===== config.mk =====
export PLATFORM = sky130hd
export DESIGN_NAME = stream_mux_arb
export DESIGN_NICKNAME = d
export VERILOG_FILES = /design/src/rtl/stream_mux_arb_pkg.sv /design/src/rtl/stream_mux_arb_rr_arbiter.sv /design/src/rtl/stream_mux_arb.sv
export SDC_FILE = /design/constraint.sdc
export NUM_CORES = 1
export LEC_CHECK = 0
export CAP_MARGIN = 30
export CORE_UTILIZATION = 35
export DETAILED_ROUTE_END_ITERATION = 16
export GPL_TIMING_DRIVEN = 1
export PLACE_DENSITY_LB_ADDON = 0.12
export SLEW_MARGIN = 20
export SYNTH_ARGS = -nofsm -noshare
export SYNTH_HDL_FRONTEND = slang
export SYNTH_HIERARCHICAL = 1
export SYNTH_SLANG_ARGS = --single-unit

===== constraint.sdc =====
create_clock -name clk -period 1.8 [get_ports clk]
set_input_delay 0.18 -clock clk [delete_from_list [all_inputs] [get_ports clk]]
set_output_delay 0.18 -clock clk [all_outputs]
set_load 0.01 [all_outputs]

===== src/rtl/stream_mux_arb_pkg.sv =====
// Shared encodings for the packet-locked stream multiplexer and its arbiter.
package stream_mux_arb_pkg;

    typedef enum logic {
        MODE_FIXED = 1'b0,
        MODE_RR    = 1'b1
    } mode_e;

    typedef enum logic {
        ST_IDLE = 1'b0,
        ST_LOCK = 1'b1
    } state_e;

endpackage


===== src/rtl/stream_mux_arb_rr_arbiter.sv =====
// Combinational round-robin picker: first requester strictly after last_grant,
// wrapping from the top channel back to channel 0.
module stream_mux_arb_rr_arbiter
    import stream_mux_arb_pkg::*;
#(
    parameter int NUM_CH = 5,
    parameter int SEL_W  = 3
) (
    input  logic [NUM_CH-1:0] req,
    input  logic [SEL_W-1:0]  last_grant,
    output logic [SEL_W-1:0]  gnt_idx,
    output logic              gnt_vld
);

    // Pass one covers channels above last_grant, pass two wraps to the rest.
    always_comb begin
        gnt_idx = '0;
        gnt_vld = 1'b0;
        for (int k = 0; k < NUM_CH; k++) begin
            if (!gnt_vld && req[k] && (SEL_W'(k) > last_grant)) begin
                gnt_vld = 1'b1;
                gnt_idx = SEL_W'(k);
            end
        end
        for (int k = 0; k < NUM_CH; k++) begin
            if (!gnt_vld && req[k] && (SEL_W'(k) <= last_grant)) begin
                gnt_vld = 1'b1;
                gnt_idx = SEL_W'(k);
            end
        end
    end

endmodule


===== src/rtl/stream_mux_arb.sv =====
// NUM_CH-input valid/ready stream multiplexer with fixed-select or round-robin
// arbitration, grant held for a whole packet, and a registered output stage.
module stream_mux_arb
    import stream_mux_arb_pkg::*;
#(
    parameter int WORD_SIZE = 8,
    parameter int NUM_CH    = 5,
    parameter int SEL_W     = 3
) (
    input  logic                        clk,
    input  logic                        rst,
    input  logic [NUM_CH*WORD_SIZE-1:0] in_data,
    input  logic [NUM_CH-1:0]           in_valid,
    input  logic [NUM_CH-1:0]           in_last,
    output logic [NUM_CH-1:0]           in_ready,
    input  logic                        mode,
    input  logic [SEL_W-1:0]            sel,
    output logic [WORD_SIZE-1:0]        out_data,
    output logic                        out_last,
    output logic [SEL_W-1:0]            out_ch,
    output logic                        out_valid,
    input  logic                        out_ready,
    output logic                        err_sel
);

    localparam logic [SEL_W:0]   NUM_CH_X = (SEL_W+1)'(NUM_CH);
    localparam logic [SEL_W-1:0] LAST_CH  = SEL_W'(NUM_CH-1);

    state_e                 r_state;
    state_e                 w_next_state;
    logic [SEL_W-1:0]       r_grant;
    logic [SEL_W-1:0]       w_next_grant;
    logic [SEL_W-1:0]       r_last_grant;
    logic [WORD_SIZE-1:0]   r_out_data;
    logic                   r_out_last;
    logic [SEL_W-1:0]       r_out_ch;
    logic                   r_out_valid;
    logic                   r_err_sel;

    logic                   w_load_en;
    logic                   w_sel_ok;
    logic                   w_sel_req;
    logic                   w_g_valid;
    logic                   w_g_last;
    logic [WORD_SIZE-1:0]   w_g_data;
    logic                   w_grant_ready;
    logic                   w_xfer;
    logic [SEL_W-1:0]       w_rr_idx;
    logic                   w_rr_vld;

    assign w_load_en = !r_out_valid || out_ready;
    assign w_sel_ok  = {1'b0, sel} < NUM_CH_X;

    stream_mux_arb_rr_arbiter #(
        .NUM_CH (NUM_CH),
        .SEL_W  (SEL_W)
    ) u_rr_arbiter (
        .req        (in_valid),
        .last_grant (r_last_grant),
        .gnt_idx    (w_rr_idx),
        .gnt_vld    (w_rr_vld)
    );

    // Channel lookups by index; out-of-range indices simply match nothing.
    always_comb begin
        w_sel_req = 1'b0;
        w_g_valid = 1'b0;
        w_g_last  = 1'b0;
        w_g_data  = '0;
        for (int k = 0; k < NUM_CH; k++) begin
            if (SEL_W'(k) == sel) begin
                w_sel_req = in_valid[k];
            end
            if (SEL_W'(k) == r_grant) begin
                w_g_valid = in_valid[k];
                w_g_last  = in_last[k];
                w_g_data  = in_data[k*WORD_SIZE +: WORD_SIZE];
            end
        end
    end

    always_ff @(posedge clk) begin
        if (rst) begin
            r_state <= ST_IDLE;
        end else begin
            r_state <= w_next_state;
        end
    end

    always_comb begin
        w_next_state = r_state;
        w_next_grant = r_grant;
        case (r_state)
            ST_IDLE: begin
                if (mode == MODE_FIXED) begin
                    if (w_sel_ok && w_sel_req) begin
                        w_next_state = ST_LOCK;
                        w_next_grant = sel;
                    end
                end else if (w_rr_vld) begin
                    w_next_state = ST_LOCK;
                    w_next_grant = w_rr_idx;
                end
            end
            ST_LOCK: begin
                if (w_xfer && w_g_last) begin
                    w_next_state = ST_IDLE;
                end
            end
            default: w_next_state = ST_IDLE;
        endcase
    end

    // Only the locked channel may see ready, and only when the output slot frees up.
    always_comb begin
        w_grant_ready = (r_state == ST_LOCK) && w_load_en && !rst;
        w_xfer        = w_grant_ready && w_g_valid;
        in_ready      = '0;
        for (int k = 0; k < NUM_CH; k++) begin
            in_ready[k] = w_grant_ready && (SEL_W'(k) == r_grant);
        end
    end

    always_ff @(posedge clk) begin
        if (rst) begin
            r_grant      <= '0;
            r_last_grant <= LAST_CH;
            r_out_data   <= '0;
            r_out_last   <= 1'b0;
            r_out_ch     <= '0;
            r_out_valid  <= 1'b0;
            r_err_sel    <= 1'b0;
        end else begin
            r_grant   <= w_next_grant;
            r_err_sel <= (r_state == ST_IDLE) && (mode == MODE_FIXED) && !w_sel_ok;
            if (w_xfer && w_g_last) begin
                r_last_grant <= r_grant;
            end
            if (w_load_en) begin
                r_out_valid <= w_xfer;
                if (w_xfer) begin
                    r_out_data <= w_g_data;
                    r_out_last <= w_g_last;
                    r_out_ch   <= r_grant;
                end
            end
        end
    end

    assign out_data  = r_out_data;
    assign out_last  = r_out_last;
    assign out_ch    = r_out_ch;
    assign out_valid = r_out_valid;
    assign err_sel   = r_err_sel;

endmodule


==> results by stage <==
Pwr:
- In this run the power density over the cells is 627 mW/mm2.
- The leakage dissipation is approximately 1.0 nW.
- IR analysis of the VDD net gives a maximum drop of 0.331 mV.
- The total power after layout is 1.60 mW.

STA:
- The post-route clock skew is around 1.2 ps.
- Setup violations remaining at the end of the flow were counted as 0.
- The slew at the pin closest to its max-slew limit is ~320 ps.
- The max-slew violation count is 0.
- The final total negative setup slack is 0 ps.
- Hold timing on the final database bottoms out at a slack of 456 ps.
- The worst-case headroom to the max-slew limit is 0.786.
- Based on the critical path, the design can be clocked at up to 589 MHz.
- Setup repair after global routing left no endpoint under its margin.
- The post-layout minimum cycle time is approximately 1700 ps.
- Dividing the final minimum period by the clock period gives 0.944.
- The hold violation total from the final report came to 0.

Logic synthesis:
- The number of distinct library cells after synthesis is 42.
- The number of instances in the synthesized netlist is approximately 170.
- The arithmetic-cell share of the synthesized area counting full adders, half adders and majority gates is 0.
- The number of flops mapped to enable cells by yosys is 0.
- The async set or reset register ratio after synthesis is 0.
- The post-synthesis share of cell area spent on and, or, nand and nor gates is 0.172.
- The synthesized netlist occupies a cell area of about 0.0016 mm2.
- The share of the synthesized area in compound gates (AO/OA/AOI/OAI) is 0.275.
- The main combinational cell family by area after synthesis is compound AO/OA/AOI/OAI gates.
- The most frequently used flop master after synthesis is sky130_fd_sc_hd__dfxtp_1.
- The post-synth net total is approximately 230.
- The synthesized design contains 21 register bits.
- During synthesis, Yosys emitted a total of 6 warnings.
- Of the synthesized area, sequential elements account for 0.271.
- The post-synthesis average cell area is approximately 9.2 um2.
- The xor/xnor cell area share of the yosys netlist is 0.
- Of the post-synthesis cell area, the part taken by muxes is 0.195.

Global route:
- For this run, the total global-route usage over all layers was measured as 0.214.
- Entering global routing, the biggest net connects 21 pins.
- The via count of the first global-routing pass is around 1600.
- After global routing the overflow that remains totals 0.
- The number of antenna violations at the first check in global routing is 0.
- The first global-routing pass estimated approximately 7500 um of wire.

Route:
- For this block, the initial DRC count from the detailed router was around 130.
- For this run, design rule violations remaining after detail routing come to 0.
- The count of vias placed by the detailed router is around 1600.
- The residual antenna-violating net count after detailed routing is 0.
- Dividing the detail-routed wire length by the instance count gives around 15 um.
- The length of the first detailed-routing pass in iterations is 4.
- Dividing the detail-routed via count by the number of cells gives around 5.3.
- Summed over all layers, the routed wires come to 4620 um.

Clock tree:
- The post-CTS setup-driven buffer insertion count is 0.
- The number of clock sinks is 21.
- The H-tree depth is 1.
- TritonCTS built the clock tree.
- The clock tree buffer depth is 2.
- The number of clock buffers inserted by TritonCTS is 3.
- The clock transition at the register clock pins on the worst setup and hold paths after CTS is ~80 ps.
- The clock root buffer master is sky130_fd_sc_hd__clkbuf_8.
- In this run, post-CTS hold repair placed 0 buffers.
- The clock latency of the later-clocked register in the worst-skew pair is about 260 ps.

Finish:
- The number of fill cells is between 300 and 400.
- The commonest non-fill, non-tap cell in the layout is sky130_fd_sc_hd__clkdlybuf4s50_1.
- Relative to the synthesized area, the layout overhead comes to 64.8%.
- The count of cells in the finished layout, fillers not included, comes to around 310.
- At the end of the flow the core is filled with cells to 0.618.
- In the layout the commonest cells are sky130_fd_sc_hd__clkdlybuf4s50_1, sky130_fd_sc_hd__buf_4, sky130_fd_sc_hd__dfxtp_1.
- The antenna diode instance count is 0.
- In the final design database the tool counted 320 nets.
- Of the cells placed in the final design, the portion with a size suffix greater than 1 is 0.172.

Status:
- The run finished with clean final reports.

Floorplan:
- The die span in y is about 69 um.
- The core footprint is around 0.0041 mm2.
- The floorplan has 23 rows.
- The starting density of the core is 0.375.
- The I/O pin count is 76.
- The die is between 60 and 70 um wide.
- The area of the die is around 0.0047 mm2.

Place:
- The detailed-placement wirelength estimate is 3720 um.
- The number of buffer cells added on primary ports is 75.
- The post-placement cell count is between 300 and 400.
- The last weighted congestion value of the routability-driven placer is ~0.80.

Worst setup path:
- The arrival time of data at the critical path endpoint is ~1900 ps.
- The required time of the worst setup path is a little under 2000 ps.
- STA classifies the critical path endpoint as a flop.
- The kind of critical path is in2reg.
- The highest net fanout along the worst path is 3.
- The number of cells on the worst reg-to-reg path is 5.
- The type of element launching the critical path is an input port.

Min path:
- In this run the worst hold path is classified as reg2reg.
- The number of cells on the worst hold path is 2.

Run:
- Max-cap violations in this run came to 0.
-- through the flow --
stage | setup WS, ps | cell area (um2)
2_1_floorplan | 221 | 1550
6_report | 101 | 2560
3_3_place_gp | -168 | 2500
5_1_grt | 0.430 | 2560
4_1_cts | 76.9 | 2550
3_5_place_dp | -203 | 2500
-- worst max-delay path: stages --
cell	delay, ps
sky130_fd_sc_hd__clkdlybuf4s50_1	500
sky130_fd_sc_hd__mux4_2	520
sky130_fd_sc_hd__a221oi_2	290
sky130_fd_sc_hd__nor2_1	120
sky130_fd_sc_hd__a221oi_1	260
-- per-layer routing --
layer | vias up | GRT usage | share of wire
met1 | 758 | 0.306 | 0.50
met3 | 2 | 0.0280 | 0.037
met5 | - | 0 | 0
met4 | 0 | 0.0547 | 0.0035
li1 | 842 | - | -
met2 | 43 | 0.335 | 0.46
-- final timing paths --
check	from	to	slack (ps)
worst max-delay path	sel[0]	r_grant[0]$_SDFFE_PP0P_	100
worst min-delay path	out_data[0]$_SDFFE_PP0P_	out_data[0]$_SDFFE_PP0P_	460
worst max register to register	r_grant[0]$_SDFFE_PP0P_	r_last_grant[1]$_SDFFE_PP0P_	120
worst min register to register	out_data[0]$_SDFFE_PP0P_	out_data[0]$_SDFFE_PP0P_	460
-- cell usage after synthesis, types with 2 or more instances --
library cell	number	share of area
sky130_fd_sc_hd__dfxtp_1	21	0.27
sky130_fd_sc_hd__nor2_1	12	0.029
sky130_fd_sc_hd__a21o_1	2	0.0097
sky130_fd_sc_hd__a211o_1	2	0.011
sky130_fd_sc_hd__o221ai_1	2	0.011
sky130_fd_sc_hd__a22o_1	9	0.051
sky130_fd_sc_hd__clkbuf_1	4	0.0097
sky130_fd_sc_hd__o2bb2ai_1	2	0.011
sky130_fd_sc_hd__nor2b_1	3	0.012
sky130_fd_sc_hd__nand3_1	5	0.016
sky130_fd_sc_hd__nor3_1	12	0.039
sky130_fd_sc_hd__a221oi_1	3	0.017
sky130_fd_sc_hd__o22ai_1	5	0.020
sky130_fd_sc_hd__nand2_1	5	0.012
sky130_fd_sc_hd__mux4_1	8	0.14
sky130_fd_sc_hd__buf_2	3	0.0097
sky130_fd_sc_hd__a21oi_1	8	0.026
sky130_fd_sc_hd__a211oi_1	8	0.039
sky130_fd_sc_hd__o221a_2	2	0.014
sky130_fd_sc_hd__mux2i_1	7	0.045
sky130_fd_sc_hd__nand2b_1	3	0.012
sky130_fd_sc_hd__o21ai_0	5	0.016
sky130_fd_sc_hd__inv_1	17	0.041
sky130_fd_sc_hd__and2_1	2	0.0081
-- area by class of cell --
cell class,count,area (um2),share of cell area
inverter,17,63.8,0.0249
clock inverter,1,5.00,0.00195
timing repair buffer,101,952,0.372
sequential,21,423,0.165
clock buffer,3,41.3,0.0161
tap,50,62.6,0.0244
multi-input combinational,119,1010,0.396
-- repair_timing --
item / CTS / global route
gates resized for setup: 8 / 3
endpoints found under the setup margin: 5 / 6
pin swaps: 0 / 3
hold endpoints to repair: 0 / 0
cloned: 0 / 0
-- registers in the layout, indices dropped and copies added, names as in the netlist --
signal,flops
r_last_grant,3
r_state,1
r_grant,3
out_ch,3
out_valid,1
out_last,1
err_sel,1
out_data,8
-- cells by family (layout without fill, tap and decap cells) --
family,after synthesis,in the layout
compound gates,54,54
simple gates,49,49
buf+inv,28,122
flops,21,21
mux,16,16
-- where the power goes --
part / internal (mW) / switching (mW)
Clock: 0.154 / 0.155
Combinational: 0.435 / 0.310
Sequential: 0.509 / 0.0412
Note: power is estimated with default switching activity, not from simulation.
